File: src/rtl/ctu_test_scan_seq_if.sv
// rtl/ctu_test_scan_seq_if.sv - request/response and scan-stub signal bundle for ctu_test_scan_seq
//
// Purpose
//   Groups the scan request handshake, the result signals and the chain
//   stub connections of ctu_test_scan_seq into one interface. The clock
//   (jbus_clk) and reset (jbus_rst_l) are not part of the bundle.
//
// Signals
//   scan_start           1   one-cycle request to run one scan operation
//   scan_short_chain     1   chain select sampled with scan_start (1 = short)
//   scan_len             6   shift count sampled with scan_start (1..32, 0 invalid)
//   scan_wdata           32  load pattern sampled with scan_start, LSB first
//   scan_abort           1   terminate the current operation
//   scan_so_0            1   chain scan-out returned by the stub
//   global_shift_enable  1   shift enable to the stub
//   ctu_tst_short_chain  1   latched chain select to the stub
//   scan_si              1   serial scan-in data
//   scan_busy            1   operation in progress
//   scan_done            1   one-cycle completion pulse
//   scan_err             1   one-cycle pulse on a rejected request
//   scan_rdata           32  captured scan-out bits
//   scan_rparity         1   parity of scan_rdata (0 when parity is not built)
//
// Modports
//   master : requester / chain stub side (drives requests and scan_so_0)
//   slave  : the sequencer itself

interface ctu_test_scan_seq_if;

  logic        scan_start;
  logic        scan_short_chain;
  logic [5:0]  scan_len;
  logic [31:0] scan_wdata;
  logic        scan_abort;
  logic        scan_so_0;

  logic        global_shift_enable;
  logic        ctu_tst_short_chain;
  logic        scan_si;
  logic        scan_busy;
  logic        scan_done;
  logic        scan_err;
  logic [31:0] scan_rdata;
  logic        scan_rparity;

  modport master (
    output scan_start,
    output scan_short_chain,
    output scan_len,
    output scan_wdata,
    output scan_abort,
    output scan_so_0,
    input  global_shift_enable,
    input  ctu_tst_short_chain,
    input  scan_si,
    input  scan_busy,
    input  scan_done,
    input  scan_err,
    input  scan_rdata,
    input  scan_rparity
  );

  modport slave (
    input  scan_start,
    input  scan_short_chain,
    input  scan_len,
    input  scan_wdata,
    input  scan_abort,
    input  scan_so_0,
    output global_shift_enable,
    output ctu_tst_short_chain,
    output scan_si,
    output scan_busy,
    output scan_done,
    output scan_err,
    output scan_rdata,
    output scan_rparity
  );

endinterface

File: src/rtl/ctu_test_scan_seq.sv
// rtl/ctu_test_scan_seq.sv - scan chain shift sequencer (load pattern out, capture scan-out in)
//
// Purpose
//   Accepts a one-cycle scan request, shifts the latched pattern into the
//   selected chain LSB first for scan_len cycles while capturing the chain's
//   scan-out into scan_rdata, then pulses scan_done. Zero-length requests
//   are rejected with a scan_err pulse; scan_abort ends a shift early.
//
// Ports
//   jbus_clk    in   sole clock, rising edge
//   jbus_rst_l  in   asynchronous active-low reset
//   bus         slave modport of ctu_test_scan_seq_if (requests, results,
//               and the chain stub connections)
//
// Configuration
//   CTU_SCAN_PARITY_EN : when defined, scan_rparity holds the XOR of the
//   completed scan_rdata from DONE until the next accepted start. When not
//   defined, scan_rparity is tied to 0 and no parity flop exists.
//
// All outputs come straight from flops or from decodes of the state
// register; no input reaches an output combinationally.

module ctu_test_scan_seq (
  input  logic                 jbus_clk,
  input  logic                 jbus_rst_l,
  ctu_test_scan_seq_if.slave   bus
);

  localparam logic [1:0] ST_IDLE  = 2'd0;
  localparam logic [1:0] ST_SHIFT = 2'd1;
  localparam logic [1:0] ST_DONE  = 2'd2;

  logic [1:0]  state_q, state_d;
  // Remaining shifts; loaded with scan_len on acceptance.
  logic [5:0]  cnt_q, cnt_d;
  // Bit position of the current shift cycle within scan_rdata.
  logic [4:0]  idx_q, idx_d;
  // Pattern shifts right every cycle so bit 0 is always the next scan-in bit.
  logic [31:0] pat_q, pat_d;
  logic [31:0] rdata_q, rdata_d;
  logic        short_q, short_d;
  logic        err_q, err_d;

  logic        in_shift;
  logic        accept;

  assign in_shift = (state_q == ST_SHIFT);
  assign accept   = (state_q == ST_IDLE) && bus.scan_start && (bus.scan_len != 6'd0);

  always_comb begin
    state_d = state_q;
    cnt_d   = cnt_q;
    idx_d   = idx_q;
    pat_d   = pat_q;
    rdata_d = rdata_q;
    short_d = short_q;
    err_d   = 1'b0;

    case (state_q)
      ST_IDLE: begin
        if (bus.scan_start) begin
          if (bus.scan_len != 6'd0) begin
            state_d = ST_SHIFT;
            cnt_d   = bus.scan_len;
            idx_d   = 5'd0;
            pat_d   = bus.scan_wdata;
            rdata_d = 32'd0;
            short_d = bus.scan_short_chain;
          end else begin
            err_d = 1'b1;
          end
        end
      end

      ST_SHIFT: begin
        // The closing edge of every shift cycle captures scan-out, including
        // an aborted one, so an abort keeps all bits shifted so far.
        rdata_d[idx_q] = bus.scan_so_0;
        pat_d          = {1'b0, pat_q[31:1]};
        idx_d          = idx_q + 5'd1;
        if (bus.scan_abort) begin
          state_d = ST_IDLE;
          cnt_d   = 6'd0;
        end else if (cnt_q == 6'd1) begin
          state_d = ST_DONE;
          cnt_d   = 6'd0;
        end else begin
          cnt_d = cnt_q - 6'd1;
        end
      end

      ST_DONE: begin
        state_d = ST_IDLE;
      end

      default: begin
        state_d = ST_IDLE;
      end
    endcase
  end

  always_ff @(posedge jbus_clk or negedge jbus_rst_l) begin
    if (!jbus_rst_l) begin
      state_q <= ST_IDLE;
      cnt_q   <= 6'd0;
      idx_q   <= 5'd0;
      pat_q   <= 32'd0;
      rdata_q <= 32'd0;
      short_q <= 1'b0;
      err_q   <= 1'b0;
    end else begin
      state_q <= state_d;
      cnt_q   <= cnt_d;
      idx_q   <= idx_d;
      pat_q   <= pat_d;
      rdata_q <= rdata_d;
      short_q <= short_d;
      err_q   <= err_d;
    end
  end

`ifdef CTU_SCAN_PARITY_EN
  logic par_q, par_d;
  logic finishing;

  // Parity is taken from the final captured word on the edge entering DONE,
  // so it is valid in the same cycle as scan_done.
  assign finishing = in_shift && !bus.scan_abort && (cnt_q == 6'd1);

  always_comb begin
    par_d = par_q;
    if (accept) begin
      par_d = 1'b0;
    end else if (finishing) begin
      par_d = ^rdata_d;
    end
  end

  always_ff @(posedge jbus_clk or negedge jbus_rst_l) begin
    if (!jbus_rst_l) begin
      par_q <= 1'b0;
    end else begin
      par_q <= par_d;
    end
  end

  assign bus.scan_rparity = par_q;
`else
  logic unused_accept;
  assign unused_accept    = accept;
  assign bus.scan_rparity = 1'b0;
`endif

  assign bus.global_shift_enable = in_shift;
  assign bus.scan_busy           = in_shift;
  assign bus.scan_done           = (state_q == ST_DONE);
  assign bus.scan_err            = err_q;
  assign bus.scan_si             = in_shift & pat_q[0];
  assign bus.ctu_tst_short_chain = short_q;
  assign bus.scan_rdata          = rdata_q;

endmodule

File: src/flat_wrapper.sv
// flat-port wrapper written by rule: the top's interface ports become plain ports
module ctu_test_scan_seq_flat 
  (jbus_clk, jbus_rst_l, bus_scan_start, bus_scan_short_chain, bus_scan_len, bus_scan_wdata, bus_scan_abort, bus_scan_so_0, bus_global_shift_enable, bus_ctu_tst_short_chain, bus_scan_si, bus_scan_busy, bus_scan_done, bus_scan_err, bus_scan_rdata, bus_scan_rparity);
  ctu_test_scan_seq_if bus_i ();
  input  logic jbus_clk;
  input  logic jbus_rst_l;
  input wire logic [$bits(bus_i.scan_start)-1:0] bus_scan_start;
  input wire logic [$bits(bus_i.scan_short_chain)-1:0] bus_scan_short_chain;
  input wire logic [$bits(bus_i.scan_len)-1:0] bus_scan_len;
  input wire logic [$bits(bus_i.scan_wdata)-1:0] bus_scan_wdata;
  input wire logic [$bits(bus_i.scan_abort)-1:0] bus_scan_abort;
  input wire logic [$bits(bus_i.scan_so_0)-1:0] bus_scan_so_0;
  output wire logic [$bits(bus_i.global_shift_enable)-1:0] bus_global_shift_enable;
  output wire logic [$bits(bus_i.ctu_tst_short_chain)-1:0] bus_ctu_tst_short_chain;
  output wire logic [$bits(bus_i.scan_si)-1:0] bus_scan_si;
  output wire logic [$bits(bus_i.scan_busy)-1:0] bus_scan_busy;
  output wire logic [$bits(bus_i.scan_done)-1:0] bus_scan_done;
  output wire logic [$bits(bus_i.scan_err)-1:0] bus_scan_err;
  output wire logic [$bits(bus_i.scan_rdata)-1:0] bus_scan_rdata;
  output wire logic [$bits(bus_i.scan_rparity)-1:0] bus_scan_rparity;
  assign bus_i.scan_start = bus_scan_start;
  assign bus_i.scan_short_chain = bus_scan_short_chain;
  assign bus_i.scan_len = bus_scan_len;
  assign bus_i.scan_wdata = bus_scan_wdata;
  assign bus_i.scan_abort = bus_scan_abort;
  assign bus_i.scan_so_0 = bus_scan_so_0;
  assign bus_global_shift_enable = bus_i.global_shift_enable;
  assign bus_ctu_tst_short_chain = bus_i.ctu_tst_short_chain;
  assign bus_scan_si = bus_i.scan_si;
  assign bus_scan_busy = bus_i.scan_busy;
  assign bus_scan_done = bus_i.scan_done;
  assign bus_scan_err = bus_i.scan_err;
  assign bus_scan_rdata = bus_i.scan_rdata;
  assign bus_scan_rparity = bus_i.scan_rparity;
  ctu_test_scan_seq u_core (.jbus_clk(jbus_clk), .jbus_rst_l(jbus_rst_l), .bus(bus_i));
endmodule
File: config.mk
export PLATFORM = sky130hd
export DESIGN_NAME = ctu_test_scan_seq_flat
export DESIGN_NICKNAME = d
export VERILOG_FILES = /design/src/rtl/ctu_test_scan_seq_if.sv /design/src/rtl/ctu_test_scan_seq.sv /design/src/flat_wrapper.sv
export SDC_FILE = /design/constraint.sdc
export NUM_CORES = 1
export LEC_CHECK = 0
export CAP_MARGIN = 25
export CORE_AREA = 5 5 113 115
export CTS_CLUSTER_SIZE = 28
export DETAILED_ROUTE_END_ITERATION = 8
export DIE_AREA = 0 0 118 120
export PLACE_DENSITY = 0.55
export SYNTH_ARGS = -nofsm -noshare
export SYNTH_HDL_FRONTEND = slang
export SYNTH_SLANG_ARGS = --single-unit
File: constraint.sdc
create_clock -name jbus_clk -period 2.1 [get_ports jbus_clk]
set_clock_uncertainty 0.15 [all_clocks]
set_input_delay 0.21 -clock jbus_clk [delete_from_list [all_inputs] [get_ports jbus_clk]]
set_output_delay 0.21 -clock jbus_clk [all_outputs]
set_load 0.005 [all_outputs]
==> summary.txt <==
Run status
  – Run status: finished, final reports clean

Detailed routing
  – Routed wire length: 9590 um
  – ANT nets after route: 0
  – Via count: about 3200
  – DRT iter0 DRCs: 198
  – Avg Vias per Cell: 4.88
  – Drt drc: 0
  – First drt pass iteration count: 6
  – Wire per inst: around 15 um

Finish
  – Post-Layout Cell Count: approximately 660
  – Area growth from synthesis to layout: 35.5%
  – Footprint of the multi-input gates: 1690 um^2
  – Layout cells sized above 1: 8.84%
  – Register area: 1980 um^2
  – Diode count: 0
  – FILL cells: 1178
  – Final #Nets: 556

Floorplanning
  – Die width: 118 um
  – Die area: about 14000 um^2
  – Starting Density: 33.0%
  – Die height: 120 um
  – Row cnt: 40
  – I/O pin total: 83
  – Core Box Area: 11700 um^2

Placed design
  – DPL Wire Length: 6690 um
  – # port buffers: 81
  – GPL Wtd Cong: 0.838
  – Post-placement cell count: 640

Timing
  – Min cycle time layout: 2.03 ns
  – Hold_ws: 0.266 ns
  – Unrepaired setup endpoints after global routing: no
  – # setup viols final: 0
  – Final period util: 96.5%
  – Fmax: 0.494 GHz
  – Worst-Margin Slew: 0.571 ns
  – Rel. slew slack: between 60 and 70%
  – Final Hold Fails: 0
  – Pins Over Slew Limit: 0

Synthesis
  – EDFF count, synth: 0
  – Mapped cell area: 3870 um^2
  – Syn Inst Count: between 400 and 500
  – YS warnings: 0
  – Syn Nets: 474
  – Synth Area per Inst: 9.12 um^2
  – Synth Flop Type: dfrtp_1
  – Ys async rst share: 100%
  – Sequential share of the synthesized area: 51.1%
  – Synth unique cells: 46
  – FF+latch count, synth: 79

Setup path
  – Crit Path Class: register to output port
  – FF-to-FF Start: u_core.state_q[0]
  – Crit path max fanout: 4
  – WP data arrival: 1.67 ns
  – Setup crit start kind: register
  – Crit path required time: 1.74 ns
  – Worst R2R Setup Slack: ~0.22 ns
  – FF-to-FF End: u_core.bus.scan_rdata[12]
  – R2r worst-path depth: 5
  – Crit end category: output port

Hold path
  – Hold Path Class: primary input to asynchronous set/reset pin

Global routing
  – First-pass GRT wire length: 16200 um
  – Grt total ovfl: 0
  – Initial antenna violation count: 0
  – Largest net degree at the start of global routing: 63
  – Total global-route track usage: 13.7%
  – Vias in the first global route: between 3000 and 4000

Clock tree
  – CTS Root Cell: clkbuf_16
  – Clock transition at path regs: around 0.06 ns
  – Total CTS buffers: 9
  – CTS tree: yes
  – H-Tree Depth: 3
  – Clk sinks: 79
  – Clk_lat worst skew: 0.33 ns
  – Max Root-Sink Buffers: 2

Power
  – Worst VDD drop: 0.456 mV
  – Leak: ~2.4 nW
  – PD cells: 1130 nW/um^2

Flow run
  – Max Cap Violations: 0
-- kinds of logic (layout without fill, tap and decap cells) --
family,count (synthesis),in the layout,synth area share (%)
multiplexers,28,28,7.25
XOR/XNOR,1,1,0.227
AO/OA/AOI/OAI,66,66,11.4
adder cells (fa/ha/maj),6,6,1.94
other,1,1,0.0970
AND/OR/NAND/NOR,202,202,22.6
flip-flops,79,79,51.1
buffers and inverters,41,126,5.34
-- worst max-delay path by stage --
stage,start,to,slack (ns),cells after the start
after floorplan,u_core.state_q[1],bus_scan_si,0.27,6
after global placement,bus_scan_len[0],u_core.bus.scan_rdata[3],-0.14,6
after detailed placement,bus_scan_len[0],u_core.bus.scan_rdata[15],-0.20,6
after CTS,u_core.state_q[1],bus_scan_si,0.05,4
after global routing,u_core.state_q[1],bus_scan_si,0.02,4
final,u_core.state_q[1],bus_scan_si,0.07,4
-- layout make-up --
class | instances | area share [%]
inverter | 6 | 0.477
timing repair buffer | 106 | 20.2
clock inverter | 4 | 1.38
multi-input combinational | 304 | 32.3
sequential | 79 | 37.7
tap | 147 | 3.51
clock buffer | 10 | 4.37
-- registers in the layout (all words and copies together), names as in the netlist --
| signal | flops |
|---|---|
| u_core.cnt_q | 6 |
| u_core.state_q | 2 |
| u_core.bus.scan_err | 1 |
| u_core.idx_q | 5 |
| u_core.bus.ctu_tst_short_chain | 1 |
| u_core.pat_q | 32 |
| u_core.bus.scan_rdata | 32 |
-- cells in the mapped netlist (2+ instances only) --
library cell	count	area share (%)
a21oi_1	6	0.78
nor2_1	33	3.2
or3_1	3	0.49
buf_2	6	0.78
mux2i_1	28	7.2
nor2b_1	2	0.32
nor3_1	7	0.91
nor3b_1	4	0.78
a31oi_1	31	5.0
nand3_1	27	3.5
and3b_1	2	0.45
buf_6	4	1.2
a22o_1	2	0.45
dfrtp_1	79	51
clkbuf_1	18	1.7
buf_1	3	0.29
inv_1	6	0.58
ha_1	6	1.9
buf_4	4	0.78
o21ai_0	11	1.4
a32oi_1	2	0.45
and3_1	2	0.32
nand2_1	115	11
-- where the power goes --
group | internal (mW) | total (mW) | switching, mW
combinational | 0.910 | 2.01 | 1.10
sequential | 1.98 | 2.32 | 0.334
clock | 1.03 | 1.62 | 0.590
total | 3.92 | 5.94 | 2.02
-- critical path, cell delays in order (launching register included) --
cell and delay [ns]:
dfrtp_1 0.41, nand2b_4 0.17, inv_4 0.09, and2_1 0.16, clkdlybuf4s50_1 0.51
-- routing by layer --
metal  vias to the layer above  wire length (um)  global-route usage (%)
met5                         -                 0                       0
met3                         9               552                    4.38
met4                         0                89                    3.87
met2                        83              4360                    21.3
met1                      1499              4580                    18.4
li1                       1608                 -                       -
-- per-stage QoR --
| step | util, % | TNS [ns] | power [mW] | setup slack [ns] | cell area [um^2] |
|---|---|---|---|---|---|
| detailed placement | 41.9 | -8.47 | 4.34 | -0.204 | 4910 |
| global route | 44.8 | 0 | 6.37 | 0.0220 | 5240 |
| floorplan | - | 0 | 3.53 | 0.271 | 3870 |
| CTS | 44.7 | 0 | 6.01 | 0.0455 | 5240 |
| global placement | 41.9 | -5.98 | 4.28 | -0.140 | 4910 |
| finish | 44.8 | 0 | 5.94 | 0.0745 | 5240 |
-- layout by cell type (no fill, tap or decap), drive strengths merged, types with 2 or more instances in the layout --
cell type      netlist  layout
nand2              116     116
clkdlybuf4s50        0      80
dfrtp               79      79
nor2                33      33
a31oi               31      31
mux2i               28      28
nand3               27      27
buf                 17      25
o21ai               12      12
clkbuf              18      10
nor3                 7       7
a21oi                6       6
ha                   6       6
inv                  6       6
nor3b                4       4
or3                  3       3
nor2b                2       2
and3                 2       2
a32oi                2       2
a22o                 2       2
and3b                2       2
bufinv               0       2
or4                  2       2
o31ai                2       2
-- timing repair --
| item | CTS | global route |
|---|---|---|
| hold buffers | 1 | 0 |
| hold endpoints to repair | 39 | 0 |
| setup buffers | 1 | 0 |
| endpoints found under the setup margin | 2 | 1 |
| resized for setup | 2 | 1 |
No activity file was read; power rests on OpenSTA's default activity.
